$ cat config.mk
export PLATFORM = sky130hd
export DESIGN_NAME = dem_gpg_display
export DESIGN_NICKNAME = d
export VERILOG_FILES = /design/src/rtl/dem_gpg_display.sv
export SDC_FILE = /design/constraint.sdc
export NUM_CORES = 1
export LEC_CHECK = 0
export ABC_CLOCK_PERIOD_IN_PS = 4940
export CELL_PAD_IN_SITES_DETAIL_PLACEMENT = 0
export CELL_PAD_IN_SITES_GLOBAL_PLACEMENT = 1
export CORE_MARGIN = 8
export CORE_UTILIZATION = 39
export CTS_BUF_LIST = sky130_fd_sc_hd__clkbuf_4 sky130_fd_sc_hd__clkbuf_8 sky130_fd_sc_hd__clkbuf_16
export DETAILED_ROUTE_END_ITERATION = 8
export PLACE_DENSITY = 0.84
export SYNTH_ARGS = -nofsm -noshare
export SYNTH_HDL_FRONTEND = slang
export SYNTH_SLANG_ARGS = --single-unit
$ cat constraint.sdc
create_clock -name ckht -period 4.94 [get_ports ckht]
set_input_delay 0.494 -clock ckht [delete_from_list [all_inputs] [get_ports ckht]]
set_output_delay 0.494 -clock ckht [all_outputs]
set_load 0.1 [all_outputs]
$ cat src/rtl/dem_gpg_display.sv
// rtl/dem_gpg_display.sv - eight-digit multiplexed 7-segment time display with lap freeze and field blink
//
// Purpose: scans eight active-low digits showing gio:phut:giay:ptgiay, each
// field as two decimal digits (idx0/1 ptgiay, idx2/3 giay, idx4/5 phut,
// idx6/7 gio; even idx = units, odd idx = tens). A lap pulse toggles a
// freeze that holds a snapshot of the time fields. While blink is high the
// field chosen by gt_mod is blanked. All state changes on the falling edge
// of ckht.
//
// Ports:
//   ckht        in   system clock (falling-edge active)
//   rst         in   synchronous active-high reset
//   ena_scan    in   one-cycle tick, advance to next digit
//   ena_blink   in   one-cycle tick, toggle blink phase
//   lap         in   one-cycle pulse, toggle display freeze
//   gt_mod[1:0] in   field being set: 00 none, 01 giay, 10 phut, 11 gio
//   gio, phut, giay, ptgiay [6:0] in  binary time fields
//   an[7:0]     out  active-low digit enables (registered)
//   seg[6:0]    out  active-low segments {g,f,e,d,c,b,a} (registered)
//   dp          out  active-low decimal point (registered)

module dem_gpg_display (
  input  logic       ckht,
  input  logic       rst,
  input  logic       ena_scan,
  input  logic       ena_blink,
  input  logic       lap,
  input  logic [1:0] gt_mod,
  input  logic [6:0] gio,
  input  logic [6:0] phut,
  input  logic [6:0] giay,
  input  logic [6:0] ptgiay,
  output logic [7:0] an,
  output logic [6:0] seg,
  output logic       dp
);

  logic [2:0] r_idx;
  logic       r_blink;
  logic       r_freeze;
  logic [6:0] r_gio;
  logic [6:0] r_phut;
  logic [6:0] r_giay;
  logic [6:0] r_ptgiay;
  logic [7:0] r_an;
  logic [6:0] r_seg;
  logic       r_dp;

  logic [6:0] w_val;
  logic [3:0] w_tens;
  logic [3:0] w_units;
  logic [3:0] w_digit;
  logic       w_blank;
  logic [6:0] w_seg;
  logic       w_dp_on;
  logic [7:0] w_an;

  function automatic logic [6:0] seg_code(input logic [3:0] d);
    case (d)
      4'd0:    seg_code = 7'h40;
      4'd1:    seg_code = 7'h79;
      4'd2:    seg_code = 7'h24;
      4'd3:    seg_code = 7'h30;
      4'd4:    seg_code = 7'h19;
      4'd5:    seg_code = 7'h12;
      4'd6:    seg_code = 7'h02;
      4'd7:    seg_code = 7'h78;
      4'd8:    seg_code = 7'h00;
      4'd9:    seg_code = 7'h10;
      default: seg_code = 7'h7F;
    endcase
  endfunction

  always_comb begin
    // idx[2:1] picks the field; idx[0] picks tens over units
    case (r_idx[2:1])
      2'd0:    w_val = r_ptgiay;
      2'd1:    w_val = r_giay;
      2'd2:    w_val = r_phut;
      default: w_val = r_gio;
    endcase
    w_tens  = 4'(w_val / 7'd10);
    w_units = 4'(w_val % 7'd10);
    w_digit = r_idx[0] ? w_tens : w_units;
    // gt_mod encodings line up with idx[2:1] for giay/phut/gio; 00 never blanks
    w_blank = r_blink && (gt_mod != 2'd0) && (r_idx[2:1] == gt_mod);
    // values above 99 cannot be shown in two digits, so show a dash
    w_seg   = (w_val > 7'd99) ? 7'h3F : seg_code(w_digit);
    // decimal point separates fields: on the units digit of giay, phut, gio
    w_dp_on = !r_idx[0] && (r_idx != 3'd0);
    w_an    = ~(8'd1 << r_idx);
  end

  always_ff @(negedge ckht) begin
    if (rst) begin
      r_idx    <= 3'd0;
      r_blink  <= 1'b0;
      r_freeze <= 1'b0;
      r_gio    <= 7'd0;
      r_phut   <= 7'd0;
      r_giay   <= 7'd0;
      r_ptgiay <= 7'd0;
      r_an     <= 8'hFF;
      r_seg    <= 7'h7F;
      r_dp     <= 1'b1;
    end else begin
      if (ena_scan)  r_idx   <= r_idx + 3'd1;
      if (ena_blink) r_blink <= ~r_blink;
      if (lap)       r_freeze <= ~r_freeze;
      // the load decision uses the old freeze, so the lap edge that freezes
      // still captures that cycle's time
      if (!r_freeze) begin
        r_gio    <= gio;
        r_phut   <= phut;
        r_giay   <= giay;
        r_ptgiay <= ptgiay;
      end
      if (w_blank) begin
        r_an  <= 8'hFF;
        r_seg <= 7'h7F;
        r_dp  <= 1'b1;
      end else begin
        r_an  <= w_an;
        r_seg <= w_seg;
        r_dp  <= ~w_dp_on;
      end
    end
  end

  assign an  = r_an;
  assign seg = r_seg;
  assign dp  = r_dp;

endmodule
==> impl_metrics.py, run 1 <==
metrics = {
    "power": {
        "p_leak_uw": 0.001533,
        "ir_drop_v": 0.0002435,
        "p_per_area_nw_per_um2": 439.1,
    },
    "logic_synthesis": {
        "synth-xor-area-share": 0.01990,
        "synth_top_area_frac": 0.3714,
        "synth_nets": 323,
        "synth_simple_gate_area_frac": 0.1829,
        "yosys.area.top_type": "dfxtp_1",
        "synthAdderAreaFrac": 0.05685,
        "yosysMostFrequentCell": "dfxtp_1",
        "synth_compound_area_frac": 0.1175,
        "ys_async_sr_fraction": 0,
        "synthTopCellsByArea": "dfxtp_1 37%, mux2i_1 13%, nor2_1 6.4%, mux4_2 6.0%, ha_1 5.7%",
        "synth_top_flop_cell": "dfxtp_1",
        "synthesis.area_um2": 2641,
        "yosys_warnings": 0,
        "synth_seq_cells": 49,
        "avgSynthCellArea_um2": 9.570,
        "synth_edf_count": 0,
        "yosysUniqueCellTypes": 57,
        "synth_top_family_by_area": "multiplexers",
        "synth_commonest_cells": "49 x dfxtp_1, 45 x nor2_1, 33 x mux2i_1, 15 x nand2_1, 12 x ha_1",
        "syn_inst": 276,
        "ys_seq_area_frac": 0.3714,
        "synthMuxAreaShare": 0.1975,
    },
    "clocking": {
        "post_cts_buffers": 0,
        "clk_latency_ns": 0.36,
        "cts_root_buffer": "clkbuf_8",
        "postCtsHoldBufs": 0,
        "cts_sinks": 49,
        "h-tree-depth": 2,
        "ctsResizeCount": 0,
        "clk_pin_slew_worst_paths_ns": 0.04,
        "cts_buffers": 5,
        "cts_tree": "done",
        "cts_buffer_depth": 2,
    },
    "critical_path": {
        "reg2reg_slack_ns": 0.64,
        "r2r_start": "r_idx[2]",
        "critPathArrivalTime_ns": 7.06,
        "start_kind": "register",
        "r2r.worst_path.cells": 14,
        "reg2reg_to": "seg[4]",
        "path_class": "register to register",
        "end_kind": "register",
        "worstPathMaxFanout": 14,
        "worstPathRequired_ns": 7.70,
    },
    "timing": {
        "finalCriticalPeriod_ns": 4.302,
        "worst_slew_pin_slew_ns": 0.5559,
        "finalCritPeriodShare": 0.8708,
        "slew_viol_final": 0,
        "clock_skew_ns": 0.009175,
        "fin_setup_tns_ns": 0,
        "grt_setup_unrepaired": "false",
        "clock.fmax_ghz": 0.2325,
        "setup-violations-final": 0,
        "final-hold-violation-count": 0,
        "finalWorstSetupSlack_ns": 0.6380,
        "relSlewSlack": 0.6255,
    },
    "placed_design": {
        "gp_congestion": 0.7812,
        "port_buffers": 50,
        "dpl.cell_count": 395,
        "dp_hpwl_um": 4264,
        "pre_cts_ws_ns": 0.3143,
    },
    "grt": {
        "grt_antenna_before_repair": 0,
        "grt_overflow_total": 0,
        "track_usage": 0.1257,
        "grt_pass1_vias": 2381,
        "grt_max_degree": 34,
        "grt_pass1_wl_um": 10190,
    },
    "routing": {
        "drc": 0,
        "viasPerCell": 5.047,
        "routed_wirelength_um": 5813,
        "routedWlPerCell_um": 12.89,
        "drt-initial-drc-count": 97,
        "vias": 2276,
        "firstDrtPassIters": 5,
        "drtAntennaViolNets": 0,
    },
    "die": {
        "io-pin-count": 51,
        "fp.dieH_um": 98.30,
        "dieWidth_um": 98.30,
        "start_util": 0.3953,
        "die-area_um2": 9662,
        "coreArea_um2": 6681,
        "placementRows": 30,
    },
    "final_layout": {
        "finalNonFillerCells": 451,
        "fillers": 623,
        "area_growth_pct": 30.22,
        "drive_above_1_share": 0.1429,
        "nets": 417,
        "insertedDiodeCount": 0,
    },
    "worst_hold_path": {
        "worstHoldStart": "r_giay[1]",
        "hold_path.class": "register to register",
        "whs_path_depth": 2,
        "min_to": "r_giay[1]",
    },
    "run_status": {
        "status": "finished clean",
    },
    "job": {
        "drv_cap": 0,
    },
}
[cells by family (layout without fill, tap and decap cells)]
group	Yosys count	count (layout)
AND/OR/NAND/NOR	95	95
flip-flops	49	49
AO/OA/AOI/OAI	43	43
multiplexers	43	43
buffers and inverters	28	123
adder cells (fa/ha/maj)	12	12
XOR/XNOR	6	6
[worst max path at each step]
stage,from,to,slack (ns),cells after the start
after floorplan,gt_mod[1],seg[5],0.93,7
after global placement,gt_mod[1],seg[5],0.35,8
after detailed placement,gt_mod[1],seg[4],0.31,8
after CTS,r_idx[2],seg[4],0.45,14
after global routing,r_idx[2],seg[5],0.17,14
final,r_idx[2],seg[4],0.64,14
[worst max-delay path: stages, from the launching register on]
cell	delay, ns
dfxtp_2	0.49
mux4_2	0.70
and3b_1	0.24
o31ai_1	0.24
o211a_1	0.23
ha_1	0.35
nor2_1	0.09
a2111oi_1	0.49
a31oi_2	0.13
nor4_1	0.30
a221o_2	0.25
inv_2	0.08
ha_1	0.21
mux2_1	0.28
a21oi_1	0.13
[layout make-up]
cell class              instances  area, um2  share of cell area
well taps                      80      100.1             0.02910
inverters                       9      33.78            0.009822
multi-input cells             199       1518              0.4413
flip-flops and latches         49      982.2              0.2856
repair buffers                 57      513.0              0.1491
clock inverters                52      224.0             0.06511
clock buffers                   5      68.82             0.02001
[cells in the final DEF (no fill, tap or decap), drive strengths merged, types with 3 or more instances in the layout]
master         count
o21ai              9
clkdlybuf4s50     34
buf               23
and4b              3
nor2b              3
inv               58
nor4               3
o31ai              3
dfxtp             49
ha                12
nand2             15
a21boi             3
nor2              45
nand2b             4
mux2               3
mux2i             33
clkbuf             5
a21oi              9
nand3              9
mux4               7
nor3               4
xnor2              6
[registers in the layout, indices dropped and copies added, names as in the netlist]
| register | count |
|---|---|
| an | 8 |
| r_giay | 7 |
| r_gio | 7 |
| r_phut | 7 |
| r_ptgiay | 7 |
| seg | 7 |
| r_idx | 3 |
| dp | 1 |
| r_blink | 1 |
| r_freeze | 1 |
[per-layer routing]
| layer | share of wire | vias to the layer above | track usage |
|---|---|---|---|
| li1 | - | 1168 | - |
| met1 | 0.44 | 1059 | 0.1334 |
| met2 | 0.50 | 44 | 0.2051 |
| met3 | 0.050 | 5 | 0.06686 |
| met4 | 0.0074 | 0 | 0.04959 |
| met5 | 0 | - | 0 |
[per-stage QoR]
step	cell area, um2	hold slack, ns	total power [uW]	util
after floorplan	2641	0.4578	1028	-
after global placement	3149	0.4719	1146	0.4713
after detailed placement	3149	0.4835	1152	0.4713
after CTS	3438	0.4917	1537	0.5146
after global routing	3440	0.5215	1632	0.5148
final	3440	0.4846	1510	0.5148
[power by group]
group | internal [uW] | leakage (uW) | switching, uW
Sequential | 448 | 0.000406 | 25.0
Clock | 200 | 0.000311 | 227
Combinational | 206 | 0.000816 | 404
Total | 854 | 0.00153 | 656
Power figures use the tool's default switching activity.
==> run 2, diff against run 1 <==
==> config.mk (replaced) <==
export PLATFORM = sky130hd
export DESIGN_NAME = dem_gpg_display
export DESIGN_NICKNAME = d
export VERILOG_FILES = /design/src/rtl/dem_gpg_display.sv
export SDC_FILE = /design/constraint.sdc
export NUM_CORES = 1
export LEC_CHECK = 0
export ABC_CLOCK_PERIOD_IN_PS = 5150
export CELL_PAD_IN_SITES_DETAIL_PLACEMENT = 0
export CELL_PAD_IN_SITES_GLOBAL_PLACEMENT = 1
export CORE_MARGIN = 8
export CORE_UTILIZATION = 42
export CTS_BUF_LIST = sky130_fd_sc_hd__clkbuf_4 sky130_fd_sc_hd__clkbuf_8 sky130_fd_sc_hd__clkbuf_16
export DETAILED_ROUTE_END_ITERATION = 8
export PLACE_DENSITY = 0.89
export SYNTH_ARGS = -nofsm -noshare
export SYNTH_HDL_FRONTEND = slang
export SYNTH_SLANG_ARGS = --single-unit
==> constraint.sdc (replaced) <==
create_clock -name ckht -period 5.15 [get_ports ckht]
set_input_delay 0.515 -clock ckht [delete_from_list [all_inputs] [get_ports ckht]]
set_output_delay 0.515 -clock ckht [all_outputs]
set_load 0.1 [all_outputs]
==> impl_metrics.py, run 2 (same netlist as run 1, synthesis figures left out) <==
metrics = {
    "timing": {
        "finalCritPeriodShare": 0.8572,
        "worst_slew_pin_slew_ns": 0.8267,
        "clock_skew_ns": 0.01483,
        "final-hold-violation-count": 0,
        "finalCriticalPeriod_ns": 4.415,
        "slew_viol_final": 0,
        "grt_setup_unrepaired": "false",
        "fin_setup_tns_ns": 0,
        "hold_ws_ns": 0.4878,
        "clock.fmax_ghz": 0.2276,
        "setup-violations-final": 0,
        "relSlewSlack": 0.4464,
    },
    "placed_design": {
        "gp_congestion": 0.7918,
        "placed_cell_area_um2": 3131,
        "dp_hpwl_um": 4225,
        "port_buffers": 50,
    },
    "grt": {
        "grt_use_met1": 0.1406,
        "track_usage": 0.1318,
        "grt_overflow_total": 0,
        "top_usage_layer": "met2",
        "grt_max_degree": 35,
        "gr-usage-met2": 0.2117,
        "grt_pass1_wl_um": 9687,
        "grt_use_met3": 0.06457,
        "grt_pass1_vias": 2379,
        "grt_antenna_before_repair": 0,
    },
    "critical_path": {
        "start_kind": "primary input",
        "path_class": "primary input to register",
        "timing.critical_path.buf_inv": 1,
        "worstPathRequired_ns": 2.81,
        "max_stage_delay_ns": 0.44,
        "r2r_start": "r_idx[2]",
        "end_kind": "register",
        "path_cells": "clkdlybuf4s50_1, xnor2_1, nand3_1, o21ai_0, a21o_1, nor2_1, and4b_1, a21oi_1",
        "cp_slowest_cell": "clkdlybuf4s50_1",
        "reg2reg_slack_ns": 0.76,
        "r2r.worst_path.cells": 14,
        "critPathArrivalTime_ns": 2.07,
        "reg2reg_to": "seg[4]",
        "worstPathMaxFanout": 6,
        "cp_top_family": "simple AND/OR/NAND/NOR gates",
    },
    "die": {
        "die-area_um2": 9082,
        "fp.dieH_um": 95.30,
        "coreArea_um2": 6205,
        "start_util": 0.4257,
        "placementRows": 29,
        "io-pin-count": 51,
        "dieWidth_um": 95.30,
    },
    "clocking": {
        "cts_tree": "done",
        "postCtsHoldBufs": 0,
        "h-tree-depth": 2,
        "clk_pin_slew_worst_paths_ns": 0.03,
        "cts_root_buffer": "clkbuf_8",
        "cts_sinks": 49,
        "clk_latency_ns": 0.37,
        "cts_buffer_depth": 2,
        "ctsResizeCount": 0,
        "cts_buffers": 5,
        "post_cts_buffers": 0,
    },
    "power": {
        "power_uw": 1397,
        "p_leak_uw": 0.001519,
        "p_per_area_nw_per_um2": 411.4,
        "ir_drop_v": 0.0003774,
    },
    "final_layout": {
        "nets": 415,
        "final_common_cell": "inv_1",
        "drive_above_1_share": 0.1328,
        "largest_register_ffs": 8,
        "mostFrequentLayoutCells": "57 x inv_1, 49 x dfxtp_1, 45 x nor2_1",
        "area_growth_pct": 28.52,
        "insertedDiodeCount": 0,
        "fin_area_um2": 3395,
    },
    "worst_hold_path": {
        "min_to": "r_ptgiay[2]",
        "hold_path.class": "register to register",
        "worstHoldStart": "r_ptgiay[2]",
        "whs_path_depth": 2,
    },
    "routing": {
        "vias": 2322,
        "firstDrtPassIters": 4,
        "drtAntennaViolNets": 0,
        "drt-initial-drc-count": 109,
        "drc": 0,
        "routedWlPerCell_um": 12.88,
        "viasPerCell": 5.206,
        "routed_wirelength_um": 5744,
    },
    "run_status": {
        "status": "finished clean",
    },
    "job": {
        "drv_cap": 0,
    },
}
[run 2: worst max path at each step]
| stage | start | endpoint | cells past startpoint |
|---|---|---|---|
| after floorplan | gt_mod[1] | seg[5] | 7 |
| after detailed placement | gt_mod[1] | seg[0] | 8 |
| after CTS | r_idx[2] | seg[4] | 14 |
| after global routing | r_idx[2] | seg[4] | 14 |
| after global placement | gt_mod[1] | seg[5] | 8 |
| final | gt_mod[1] | seg[0] | 8 |
[run 2: stage by stage]
stage	worst slack, ns	util	instances
final	0.7355	0.5471	446
after global routing	0.4831	0.5471	446
after CTS	0.7588	0.5471	446
after detailed placement	0.3865	0.5045	390
after floorplan	1.015	-	276
after global placement	0.4312	0.5045	390
[run 2: layout make-up]
cell class                 count  area (um2)
fill                         572        2810
multi-input combinational    199        1518
sequential                    49       980.9
timing repair buffer          55       498.0
clock inverter                52       198.9
tap                           77       96.34
clock buffer                   5       68.82
inverter                       9       33.78
[run 2: routing by layer]
layer  share of wire  vias to the layer above
met5               0                        -
li1                -                     1172
met2            0.49                       65
met1            0.44                     1076
met4           0.013                        0
met3           0.063                        9
[run 2: report_power, final]
group	switching [uW]	total (uW)	internal (uW)
Clock	221	364	143
Sequential	28.5	459	430
Combinational	382	574	193
Total	631	1400	766
[run 2: worst min-delay path, delay by kind of cell (launching register included)]
kind	cells	cell delay [ns]
flops	1	0.31
mux	1	0.07
simple gates	1	0.07
==> run 3, diff against run 2 <==
--- a/config.mk
+++ b/config.mk
@@ -7,10 +7,11 @@
 export LEC_CHECK = 0
 export ABC_CLOCK_PERIOD_IN_PS = 5150
 export CELL_PAD_IN_SITES_DETAIL_PLACEMENT = 0
-export CELL_PAD_IN_SITES_GLOBAL_PLACEMENT = 1
+export CELL_PAD_IN_SITES_GLOBAL_PLACEMENT = 2
 export CORE_MARGIN = 8
-export CORE_UTILIZATION = 42
+export CORE_UTILIZATION = 34
 export CTS_BUF_LIST = sky130_fd_sc_hd__clkbuf_4 sky130_fd_sc_hd__clkbuf_8 sky130_fd_sc_hd__clkbuf_16
+export CTS_CLUSTER_SIZE = 12
 export DETAILED_ROUTE_END_ITERATION = 8
 export PLACE_DENSITY = 0.89
 export SYNTH_ARGS = -nofsm -noshare
==> impl_metrics.py, run 3 (same netlist as run 1, synthesis figures left out) <==
metrics = {
    "critical_path": {
        "end_kind": "register",
        "timing.critical_path.buf_inv": 1,
        "reg2reg_slack_ns": 0.74,
        "path_class": "primary input to register",
        "worstPathRequired_ns": 2.81,
        "reg2reg_to": "seg[4]",
        "worstPathMaxFanout": 6,
        "r2r.worst_path.cells": 14,
        "cp_top_family": "simple AND/OR/NAND/NOR gates",
        "r2r_start": "r_idx[2]",
        "path_cells": "clkdlybuf4s50_1, xnor2_1, nand3_1, o21ai_0, a21o_1, nor2_1, and4b_1, a21oi_1",
        "max_stage_delay_ns": 0.44,
        "critPathArrivalTime_ns": 2.08,
        "start_kind": "primary input",
        "cp_slowest_cell": "clkdlybuf4s50_1",
    },
    "grt": {
        "grt_overflow_total": 0,
        "grt_pass1_wl_um": 10320,
        "track_usage": 0.1126,
        "top_usage_layer": "met2",
        "grt_pass1_vias": 2389,
        "gr-usage-met2": 0.1787,
        "grt_use_met1": 0.1189,
        "grt_use_met3": 0.06258,
        "grt_antenna_before_repair": 0,
        "grt_max_degree": 34,
    },
    "final_layout": {
        "final_util": 0.4480,
        "finalNonFillerCells": 471,
        "insertedDiodeCount": 0,
        "area_growth_pct": 29.70,
        "final_common_cell": "inv_1",
        "mostFrequentLayoutCells": "57 x inv_1, 49 x dfxtp_1, 45 x nor2_1",
        "nets": 415,
        "drive_above_1_share": 0.1328,
        "largest_register_ffs": 8,
    },
    "routing": {
        "viasPerCell": 4.834,
        "drc": 0,
        "routedWlPerCell_um": 12.67,
        "firstDrtPassIters": 4,
        "routed_wirelength_um": 5966,
        "vias": 2277,
        "drt-initial-drc-count": 69,
        "drtAntennaViolNets": 0,
    },
    "worst_hold_path": {
        "whs_path_depth": 2,
        "hold_path.class": "register to register",
        "worstHoldStart": "r_giay[0]",
        "min_to": "r_giay[0]",
    },
    "power": {
        "ir_drop_v": 0.0001798,
        "p_leak_uw": 0.001519,
        "p_per_area_nw_per_um2": 407.1,
    },
    "timing": {
        "setup-violations-final": 0,
        "slew_viol_final": 0,
        "relSlewSlack": 0.3577,
        "hold_ws_ns": 0.4884,
        "worst_slew_pin_slew_ns": 0.9592,
        "grt_setup_unrepaired": "false",
        "clock_skew_ns": 0.01436,
        "clock.fmax_ghz": 0.2267,
        "finalCriticalPeriod_ns": 4.426,
        "finalCritPeriodShare": 0.8594,
        "fin_setup_tns_ns": 0,
        "final-hold-violation-count": 0,
    },
    "die": {
        "start_util": 0.3454,
        "io-pin-count": 51,
        "die-area_um2": 10850,
        "coreArea_um2": 7647,
        "placementRows": 32,
        "dieWidth_um": 104.1,
        "fp.dieH_um": 104.1,
    },
    "clocking": {
        "clk_pin_slew_worst_paths_ns": 0.04,
        "h-tree-depth": 2,
        "cts_sinks": 49,
        "cts_root_buffer": "clkbuf_8",
        "postCtsHoldBufs": 0,
        "cts_tree": "done",
        "cts_buffer_depth": 2,
        "cts_buffers": 5,
        "post_cts_buffers": 0,
        "ctsResizeCount": 0,
        "clk_latency_ns": 0.37,
    },
    "job": {
        "drv_cap": 0,
    },
    "placed_design": {
        "dp_hpwl_um": 4369,
        "port_buffers": 50,
        "dpl.cell_count": 415,
        "gp_congestion": 0.7819,
    },
    "run_status": {
        "status": "finished clean",
    },
}
## run 3: area by class of cell
class                      instances  area [um2]
fill                             764        4222
sequential                        49       980.9
clock buffer                       5       68.82
multi-input combinational        199        1518
inverter                           9       33.78
timing repair buffer              55       498.0
clock inverter                    52       198.9
tap                              102       127.6
## run 3: worst max-delay path by stage
stage,startpoint,endpoint,slack [ns],cells past startpoint
after global placement,gt_mod[1],seg[5],0.40,8
after global routing,r_idx[2],seg[6],0.35,15
after CTS,r_idx[2],seg[6],0.69,15
after detailed placement,gt_mod[1],seg[5],0.37,8
after floorplan,gt_mod[1],seg[5],1.02,7
final,gt_mod[1],seg[5],0.72,8
## run 3: layer usage
layer  up-vias  share of wire
met5         -              0
met4         0          0.011
met3         5          0.064
met2        44           0.48
met1      1069           0.44
li1       1159              -
## run 3: worst min-delay path, delay by kind of cell (launching register included)
kind | cells | cell delay, ns
DFF | 1 | 0.31
muxes | 1 | 0.07
and+or+nand+nor | 1 | 0.07
## run 3: stage by stage
step,setup WS (ns),total power [uW],cell area (um2)
after CTS,0.6887,1422,3426
after floorplan,1.015,986.2,2641
final,0.7240,1395,3426
after global placement,0.4037,1100,3162
after global routing,0.3459,1515,3426
after detailed placement,0.3725,1102,3162
## run 3: power breakdown
part / leakage (uW) / switching [uW] / internal [uW]
clock network: 0.000307 / 216 / 143
registers: 0.000406 / 24.6 / 430
logic: 0.000806 / 388 / 193
